File: config.mk
export PLATFORM = sky130hd
export DESIGN_NAME = if_id_buffer
export DESIGN_NICKNAME = d
export VERILOG_FILES = /design/src/rtl/if_id_buffer_pkg.sv /design/src/rtl/if_id_buffer_fifo.sv /design/src/rtl/if_id_buffer.sv
export SDC_FILE = /design/constraint.sdc
export NUM_CORES = 1
export LEC_CHECK = 0
export CORE_MARGIN = 2
export CORE_UTILIZATION = 48
export CTS_CLUSTER_DIAMETER = 60
export DETAILED_ROUTE_END_ITERATION = 10
export HOLD_SLACK_MARGIN = 0.1
export PLACE_DENSITY_LB_ADDON = 0.25
export RECOVER_POWER = 100
export SYNTH_ARGS = -nofsm -noshare
export SYNTH_HDL_FRONTEND = slang
export SYNTH_SLANG_ARGS = --single-unit
File: constraint.sdc
create_clock -name clk -period 10.35 [get_ports clk]
set_input_delay 2.07 -clock clk [delete_from_list [all_inputs] [get_ports clk]]
set_output_delay 2.07 -clock clk [all_outputs]
set_load 0.02 [all_outputs]
File: src/rtl/if_id_buffer_pkg.sv
// cpuDefine: types and constants shared by the IF, IF/ID buffer and ID stages.
//   FetchPkt  : one fetched packet {pc, inst, exc} at the core's native widths.
//   NOP_INST  : canonical no-op instruction word (andi r0, r0, 0).
//   ZERO_PC   : all-zero PC used when a stage presents no packet.
package cpuDefine;

  localparam int CORE_PC_W   = 32;
  localparam int CORE_INST_W = 32;

  typedef struct packed {
    logic [CORE_PC_W-1:0]   pc;
    logic [CORE_INST_W-1:0] inst;
    logic                   exc;
  } FetchPkt;

  localparam logic [CORE_INST_W-1:0] NOP_INST = 32'h0340_0000;
  localparam logic [CORE_PC_W-1:0]   ZERO_PC  = 32'h0000_0000;

endpackage

File: src/rtl/if_id_buffer_fifo.sv
// sync_fifo: circular buffer with write/read pointers and an occupancy counter.
// Ports:
//   clk, reset  : clock, asynchronous active-high reset (pointers/count only)
//   push, wdata : write wdata at wr_ptr; caller only pushes when !full
//   pop         : advance rd_ptr; caller only pops when !empty
//   clear       : highest priority, empties the buffer and discards push/pop
//   rdata       : entry at rd_ptr (stale contents when empty)
//   count, full, empty : occupancy status decoded from registered count
module sync_fifo #(
  parameter int WIDTH = 8,
  parameter int DEPTH = 2
) (
  input  logic                       clk,
  input  logic                       reset,
  input  logic                       push,
  input  logic [WIDTH-1:0]           wdata,
  input  logic                       pop,
  input  logic                       clear,
  output logic [WIDTH-1:0]           rdata,
  output logic [$clog2(DEPTH):0]     count,
  output logic                       full,
  output logic                       empty
);

  localparam int AW = $clog2(DEPTH);
  localparam int CW = AW + 1;

  logic [AW-1:0]    wr_ptr_q, wr_ptr_d;
  logic [AW-1:0]    rd_ptr_q, rd_ptr_d;
  logic [CW-1:0]    count_q,  count_d;
  logic [WIDTH-1:0] mem_q [DEPTH];

  always_comb begin
    wr_ptr_d = wr_ptr_q;
    rd_ptr_d = rd_ptr_q;
    count_d  = count_q;
    if (clear) begin
      wr_ptr_d = '0;
      rd_ptr_d = '0;
      count_d  = '0;
    end else begin
      // DEPTH is a power of two, so pointers wrap by plain overflow.
      if (push) wr_ptr_d = wr_ptr_q + AW'(1);
      if (pop)  rd_ptr_d = rd_ptr_q + AW'(1);
      case ({push, pop})
        2'b10:   count_d = count_q + CW'(1);
        2'b01:   count_d = count_q - CW'(1);
        default: count_d = count_q;
      endcase
    end
  end

  always_ff @(posedge clk or posedge reset) begin
    if (reset) begin
      wr_ptr_q <= '0;
      rd_ptr_q <= '0;
      count_q  <= '0;
    end else begin
      wr_ptr_q <= wr_ptr_d;
      rd_ptr_q <= rd_ptr_d;
      count_q  <= count_d;
    end
  end

  // Storage is deliberately not reset; validity is tracked by count alone.
  always_ff @(posedge clk) begin
    if (push && !clear) mem_q[wr_ptr_q] <= wdata;
  end

  assign rdata = mem_q[rd_ptr_q];
  assign count = count_q;
  assign full  = (count_q == CW'(DEPTH));
  assign empty = (count_q == '0);

endmodule

File: src/rtl/if_id_buffer.sv
// if_id_buffer: queues fetched packets between IF and ID so a fetch response
// arriving while ID stalls is kept rather than lost.
// Ports:
//   clk, reset                       : clock, asynchronous active-high reset
//   fetch_valid/pc/inst/exc, fetch_ready : packet in from IF
//   id_write_en                      : ID consumes the head entry
//   id_flush, if_flush               : hazard-unit flushes, either empties the buffer
//   id_valid/pc/inst/exc             : head entry to ID, zeroed when empty
//   count                            : occupancy, for debug/perf counters
//
// Handshake: a packet transfers into the buffer on a cycle where
// fetch_valid && fetch_ready, and out to ID on a cycle where
// id_valid && id_write_en. fetch_ready and id_valid are decoded from
// registered occupancy only; neither depends combinationally on any input.
// A flush discards both transfers of that cycle, and fetch_ready is not
// gated by it, so IF must drop its own packet on if_flush.
module if_id_buffer
  import cpuDefine::*;
#(
  parameter int DEPTH  = 2,
  parameter int PC_W   = 32,
  parameter int INST_W = 32
) (
  input  logic                     clk,
  input  logic                     reset,
  input  logic                     fetch_valid,
  input  logic [PC_W-1:0]          fetch_pc,
  input  logic [INST_W-1:0]        fetch_inst,
  input  logic                     fetch_exc,
  output logic                     fetch_ready,
  input  logic                     id_write_en,
  input  logic                     id_flush,
  input  logic                     if_flush,
  output logic                     id_valid,
  output logic [PC_W-1:0]          id_pc,
  output logic [INST_W-1:0]        id_inst,
  output logic                     id_exc,
  output logic [$clog2(DEPTH):0]   count
);

  localparam int PKT_W = PC_W + INST_W + 1;

  logic             push;
  logic             pop;
  logic             flush;
  logic             full;
  logic             empty;
  logic [PKT_W-1:0] wr_pkt;
  logic [PKT_W-1:0] rd_pkt;

  assign flush  = id_flush | if_flush;
  assign wr_pkt = {fetch_pc, fetch_inst, fetch_exc};
  assign push   = fetch_valid && fetch_ready;
  assign pop    = id_valid && id_write_en;

  sync_fifo #(
    .WIDTH (PKT_W),
    .DEPTH (DEPTH)
  ) u_fifo (
    .clk   (clk),
    .reset (reset),
    .push  (push),
    .wdata (wr_pkt),
    .pop   (pop),
    .clear (flush),
    .rdata (rd_pkt),
    .count (count),
    .full  (full),
    .empty (empty)
  );

  assign fetch_ready = !full;
  assign id_valid    = !empty;

  // Storage is never cleared, so stale head contents are masked off when empty.
  assign id_pc   = id_valid ? rd_pkt[PKT_W-1 -: PC_W]  : PC_W'(ZERO_PC);
  assign id_inst = id_valid ? rd_pkt[INST_W:1]         : '0;
  assign id_exc  = id_valid ? rd_pkt[0]                : 1'b0;

endmodule

== After elaboration in Yosys (flattened, before gate mapping) ==
Memory sizes are Yosys's and may differ from the RTL's.
Cells that the tools add are included.

* $add $sub $neg: 4
* Eq/ne operators: 3
* Mux-type cells: 11
* Bitwise gates (word level): 1
* Reductions and logical operators: 10

{| class="wikitable"
|+ Operators with widths
! kind !! count
|-
| two-way mux 32 bit || 2
|-
| two-way mux 1 bit || 7
|-
| == test 2 bit (second input constant) || 2
|-
| one-hot mux 2 bit (2 select lines) || 1
|-
| nonzero test 2 bit || 2
|-
| logical AND 1 bit || 3
|-
| zero test 1 bit || 3
|-
| nonzero test 3 bit || 1
|-
| adder 1 bit (second input constant) || 2
|-
| adder 2 x 1 -> 2 bit (second input constant) || 1
|-
| == test 2 x 1 -> 1 bit (second input constant) || 1
|-
| zero test 2 bit || 1
|-
| two-way mux 2 bit || 1
|-
| subtractor 2 x 1 -> 2 bit (second input constant) || 1
|-
| OR 1 bit || 1
|}

* Register bits after elaboration: 4
* Bits in writable memories: 130
* Input port bits: 71
* Output and inout port bits: 69
* Memories: 1

{| class="wikitable"
|+ Memory list
! name !! words !! bits a word !! rd ports !! clocked after memory_dff !! wr ports !! line !! RTL
|-
| u_fifo.mem_q || 2 || 65 || 1 || 0 || 1 || if_id_buffer_fifo.sv:31 || <nowiki>logic [WIDTH-1:0] mem_q [DEPTH];</nowiki>
|}

== Logic depth before layout (Yosys ltp) ==
* Depth in word-level cells: 6
* Depth in mapped cells: 5
* Gate-level depth less buffers: 4

== Modules after synthesis ==
Synthesis repeated with hierarchy kept, for this count alone.

* Cells, all modules: 301
* Area, all modules: 5,554.1 µm²

{| class="wikitable"
|+ Modules (own cells, without submodules)
! module !! instances !! cells an instance !! area an instance (µm²) !! sequential area each (µm²)
|-
| sync_fifo || 1 || 224 || 5,064.9 || 4,003.8
|-
| if_id_buffer || 1 || 77 || 489.2 || 0.0
|}

== Worst setup path before layout ==
Ideal clock, no wire load.

* Kind: input to register
* Start point: input port if_flush
* End point: memory u_fifo.mem_q[0][0] (netlist name), enable pin
* Library setup time: 648 ps
* Data arrival time: 8,626 ps
* Setup slack: 1,076 ps
* Stages on the path: 3
* Buffers on the path: 1
* Cells stage by stage: or2_0 > clkbuf_1 > nor4_1

* Cells in the longest elaborated chain, start to end: 5

{| class="wikitable"
|+ RTL lines
! item !! line !! RTL
|-
| start, declared || if_id_buffer.sv:33 || <nowiki>input logic if_flush,</nowiki>
|-
| OR 1 bit || if_id_buffer.sv:51 || <nowiki>assign flush = id_flush | if_flush;</nowiki>
|-
| zero test 1 bit || if_id_buffer_fifo.sv:67 || <nowiki>if (push && !clear) mem_q[wr_ptr_q] <= wdata;</nowiki>
|-
| logical AND 1 bit || if_id_buffer_fifo.sv:67 ||
|-
| two-way mux 1 bit || if_id_buffer_fifo.sv:67 ||
|-
| two-way mux 1 bit (not written as such) || if_id_buffer_fifo.sv:67 ||
|-
| end, declared || if_id_buffer_fifo.sv:31 ||
|}

Every way passes these cells.

== Final worst setup path ==
* Start point: register u_fifo.rd_ptr_q
* End point: output port id_pc[27]

* Cells in the longest elaborated chain, start to end: 2

{| class="wikitable"
|+ RTL lines
! item !! line !! RTL
|-
| start, declared || if_id_buffer_fifo.sv:29 || <nowiki>logic [AW-1:0] rd_ptr_q, rd_ptr_d;</nowiki>
|-
| start signal, assigned || if_id_buffer_fifo.sv:60 || <nowiki>rd_ptr_q <= rd_ptr_d;</nowiki>
|-
| memory read (2 x 65 bit) || n/a ||
|-
| two-way mux 32 bit || if_id_buffer.sv:76 || <nowiki>assign id_pc = id_valid ? rd_pkt[PKT_W-1 -: PC_W] : PC_W'(ZERO_PC);</nowiki>
|-
| end, declared || if_id_buffer.sv:35 || <nowiki>output logic [PC_W-1:0] id_pc,</nowiki>
|}

Every way passes these cells.

==> run_summary.xml <==
<?xml version="1.0" encoding="UTF-8"?>
<metrics>
  <group name="outcome">
    <metric name="result_of_the_run" unit="">finished with violations</metric>
    <metric name="violated_checks" unit="">max-capacitance violations, max-slew violations</metric>
  </group>
  <group name="timing">
    <metric name="timing.final.max_slew_violations" unit="">264</metric>
    <metric name="fin_tns_setup" unit="ps">0</metric>
    <metric name="worst_pin_slew" unit="ps">3700</metric>
    <metric name="final.setup.worst_slack" unit="ps">3630</metric>
    <metric name="timing.hold.ws" unit="ps">586</metric>
    <metric name="worst_slew_margin_relative_to_its_limit" unit="">-1.47</metric>
    <metric name="final.period_utilization" unit="">0.649</metric>
    <metric name="finalSetupViolCount" unit="">0</metric>
    <metric name="fin_worst_skew" unit="ps">6.29</metric>
    <metric name="final_period_minus_worst_setup_slack" unit="ps">6720</metric>
    <metric name="rsz_0062_raised_after_global_routing" unit="">false</metric>
    <metric name="clock.fmax" unit="MHz">149</metric>
    <metric name="timing_hold_violations_final" unit="">0</metric>
  </group>
  <group name="global_route">
    <metric name="grt_antenna_before_repair" unit="">1</metric>
    <metric name="grt_first_pass_wirelength" unit="um">15000</metric>
    <metric name="grt_use_total" unit="">0.175</metric>
    <metric name="grt_start_max_net_pins" unit="">67</metric>
    <metric name="via_count_of_the_first_global_routing_pass" unit="">3020</metric>
    <metric name="remaining_global_route_overflow" unit="">0</metric>
  </group>
  <group name="worst_setup_path">
    <metric name="cp_max_fanout" unit="">66</metric>
    <metric name="worst_setup_path_end_kind" unit="">primary output</metric>
    <metric name="cp_data_arrival_time" unit="ps">4650</metric>
    <metric name="crit_required" unit="ps">8280</metric>
    <metric name="critical_path_class" unit="">reg2out</metric>
    <metric name="start_kind" unit="">flip-flop</metric>
  </group>
  <group name="final_layout">
    <metric name="nNetsFinal" unit="">521</metric>
    <metric name="drive_above_1_share" unit="">0.0756</metric>
    <metric name="syn2layout_area_growth" unit="%">38.0</metric>
    <metric name="area_of_all_placed_cells_without_fillers" unit="um2">7190</metric>
  </group>
  <group name="synthesis">
    <metric name="yosys.cell_count.top_type" unit="">sky130_fd_sc_hd__edfxtp_1</metric>
    <metric name="yosysWarningCount" unit="">0</metric>
    <metric name="syn-num-nets" unit="">376</metric>
    <metric name="synth.top_cells.by_area" unit="">sky130_fd_sc_hd__edfxtp_1, sky130_fd_sc_hd__mux2i_1, sky130_fd_sc_hd__nor2_1</metric>
    <metric name="async_reset_ff_frac" unit="">0.0299</metric>
    <metric name="ys_seq_elements" unit="">134</metric>
    <metric name="synth.avg_cell_area" unit="um2">17.1</metric>
    <metric name="synthDistinctLibCells" unit="">23</metric>
    <metric name="yosys-top-cells-count" unit="">sky130_fd_sc_hd__edfxtp_1, sky130_fd_sc_hd__nor2_1, sky130_fd_sc_hd__mux2i_1</metric>
    <metric name="synth_top_flop_cell" unit="">sky130_fd_sc_hd__edfxtp_1</metric>
    <metric name="synth.largest_area_cell" unit="">sky130_fd_sc_hd__edfxtp_1</metric>
    <metric name="ys_seq_area_frac" unit="">0.768</metric>
    <metric name="syn_area" unit="um2">5210</metric>
    <metric name="synth.top_cell.area_share" unit="">0.749</metric>
    <metric name="synth_edf_count" unit="">130</metric>
    <metric name="post_synth_inst_count" unit="">305</metric>
  </group>
  <group name="pwr">
    <metric name="finalPower" unit="uW">1240</metric>
    <metric name="leakagePower" unit="uW">0.00252</metric>
    <metric name="irDropWorstVdd" unit="V">0.000109</metric>
    <metric name="p_per_area" unit="nW/um2">173</metric>
  </group>
  <group name="routing">
    <metric name="wirelength" unit="um">9770</metric>
    <metric name="avgRoutedWirePerCell" unit="um">16.2</metric>
    <metric name="detail_route.first_pass.iterations" unit="">4</metric>
    <metric name="remaining_drc_errors" unit="">0</metric>
    <metric name="drt-initial-drc-count" unit="">155</metric>
    <metric name="drt-vias-per-instance" unit="">4.87</metric>
    <metric name="via_count" unit="">2941</metric>
    <metric name="postRouteAntennaNets" unit="">0</metric>
  </group>
  <group name="clocking">
    <metric name="clockBufferDepth" unit="">2</metric>
    <metric name="cts_post_setup_buffers_inserted" unit="">0</metric>
    <metric name="cts-buffers-inserted" unit="">17</metric>
    <metric name="cts_root_buffer" unit="">sky130_fd_sc_hd__clkbuf_8</metric>
    <metric name="clock_latency" unit="ps">500</metric>
    <metric name="numClockSinks" unit="">134</metric>
    <metric name="cts-resized-gates" unit="">0</metric>
    <metric name="cts_hold_buf" unit="">0</metric>
    <metric name="cts.reportedPaths.clkPinSlew" unit="ps">60</metric>
    <metric name="cts_max_level" unit="">4</metric>
    <metric name="cts_tree" unit="">built</metric>
  </group>
  <group name="placement">
    <metric name="placement.io_buffers" unit="">139</metric>
    <metric name="dp_worst_setup_slack" unit="ps">6070</metric>
    <metric name="gpl.final_weighted_congestion" unit="">0.753</metric>
    <metric name="dpl_cell_area" unit="um2">6660</metric>
    <metric name="dp_hpwl" unit="um">6040</metric>
  </group>
  <group name="floorplan">
    <metric name="io-pin-count" unit="">140</metric>
    <metric name="die_boundary_width" unit="um">108</metric>
    <metric name="start_util" unit="">0.487</metric>
    <metric name="dieHeight" unit="um">108</metric>
    <metric name="row_cnt" unit="">38</metric>
    <metric name="placeableCoreArea" unit="um2">10700</metric>
    <metric name="die_area" unit="um2">11700</metric>
  </group>
  <group name="flow_run">
    <metric name="max_cap_viol_count" unit="">4</metric>
  </group>
  <group name="hold_path">
    <metric name="holdCritPathClass" unit="">reg2reg</metric>
  </group>
</metrics>
worst max-delay path, cell delays in order (launching register included):
cell,delay (ps)
sky130_fd_sc_hd__dfrtp_1,2770
sky130_fd_sc_hd__mux2i_1,420
sky130_fd_sc_hd__nor2_1,220
sky130_fd_sc_hd__dlygate4sd3_1,710
final timing paths:
path | start | end | slack (ps) | depth (start not counted)
worst min register to register | u_fifo.wr_ptr_q | u_fifo.wr_ptr_q | 590 | 2
worst max register to register | u_fifo.count[1] | u_fifo.mem_q[0][60] | 6320 | 3
max in group asynchronous | reset | u_fifo.wr_ptr_q | 8300 | 2
worst max-delay path | u_fifo.rd_ptr_q | id_pc[27] | 3630 | 3
min in group asynchronous | reset | u_fifo.rd_ptr_q | 1900 | 2
worst min-delay path | u_fifo.wr_ptr_q | u_fifo.wr_ptr_q | 590 | 2
per-layer routing:
metal	vias up	share of wire	global-route usage
met3	4	0.061	0.0675
met5	-	0	0
met1	1425	0.42	0.217
met4	0	0.0037	0.0577
met2	93	0.51	0.283
li1	1419	-	-
power breakdown:
group / switching, uW / total (uW) / internal [uW]
Combinational: 40.6 / 81.5 / 40.9
Clock: 208 / 548 / 341
Sequential: 5.45 / 613 / 608
Total: 254 / 1240 / 989
logic make-up after synthesis:
group,count (synthesis),share of synthesized area
AOI/OAI and AO/OA,8,0.00936
xor gates and xnor gates,1,0.00168
buffers and inverters,21,0.0346
DFF,134,0.768
muxes,66,0.127
and+or+nand+nor,75,0.0595
final cells by class:
type	count	area [um2]
multi-input cells	150	1040
clock inverters	13	134
repair buffers	142	1400
inverters	5	18.8
diodes	1	2.50
clock buffers	19	422
well taps	140	175
fillers	773	3500
flip-flops and latches	134	4000
through the flow:
stage	instances	util
5_1_grt	604	0.673
2_1_floorplan	305	-
4_1_cts	603	0.675
6_report	604	0.673
3_3_place_gp	571	0.623
3_5_place_dp	571	0.623
layout by cell type, fill, tap and decap left out:
cell type,count
sky130_fd_sc_hd__a21o_1,1
sky130_fd_sc_hd__a21oi_1,3
sky130_fd_sc_hd__a21oi_2,1
sky130_fd_sc_hd__bufinv_16,2
sky130_fd_sc_hd__clkbuf_1,5
sky130_fd_sc_hd__clkbuf_16,16
sky130_fd_sc_hd__clkbuf_8,1
sky130_fd_sc_hd__clkdlybuf4s50_1,4
sky130_fd_sc_hd__clkinv_2,5
sky130_fd_sc_hd__clkinv_4,3
sky130_fd_sc_hd__clkinvlp_4,3
sky130_fd_sc_hd__dfrtp_1,4
sky130_fd_sc_hd__diode_2,1
sky130_fd_sc_hd__dlygate4sd3_1,135
sky130_fd_sc_hd__edfxtp_1,130
sky130_fd_sc_hd__inv_1,3
sky130_fd_sc_hd__inv_2,2
sky130_fd_sc_hd__mux2i_1,66
sky130_fd_sc_hd__nand3_1,1
sky130_fd_sc_hd__nand3b_1,1
sky130_fd_sc_hd__nor2_1,66
sky130_fd_sc_hd__nor2_4,1
sky130_fd_sc_hd__nor2b_4,1
sky130_fd_sc_hd__nor3b_1,1
sky130_fd_sc_hd__nor4_1,2
sky130_fd_sc_hd__o211ai_1,1
sky130_fd_sc_hd__o21ai_0,2
sky130_fd_sc_hd__or2_0,2
sky130_fd_sc_hd__xor2_1,1
sequential cells by signal, summed over array words and instances (netlist names):
register         flops
u_fifo.mem_q       130
u_fifo.count         2
u_fifo.wr_ptr_q      1
u_fifo.rd_ptr_q      1
No activity file was read; power rests on OpenSTA's default activity.
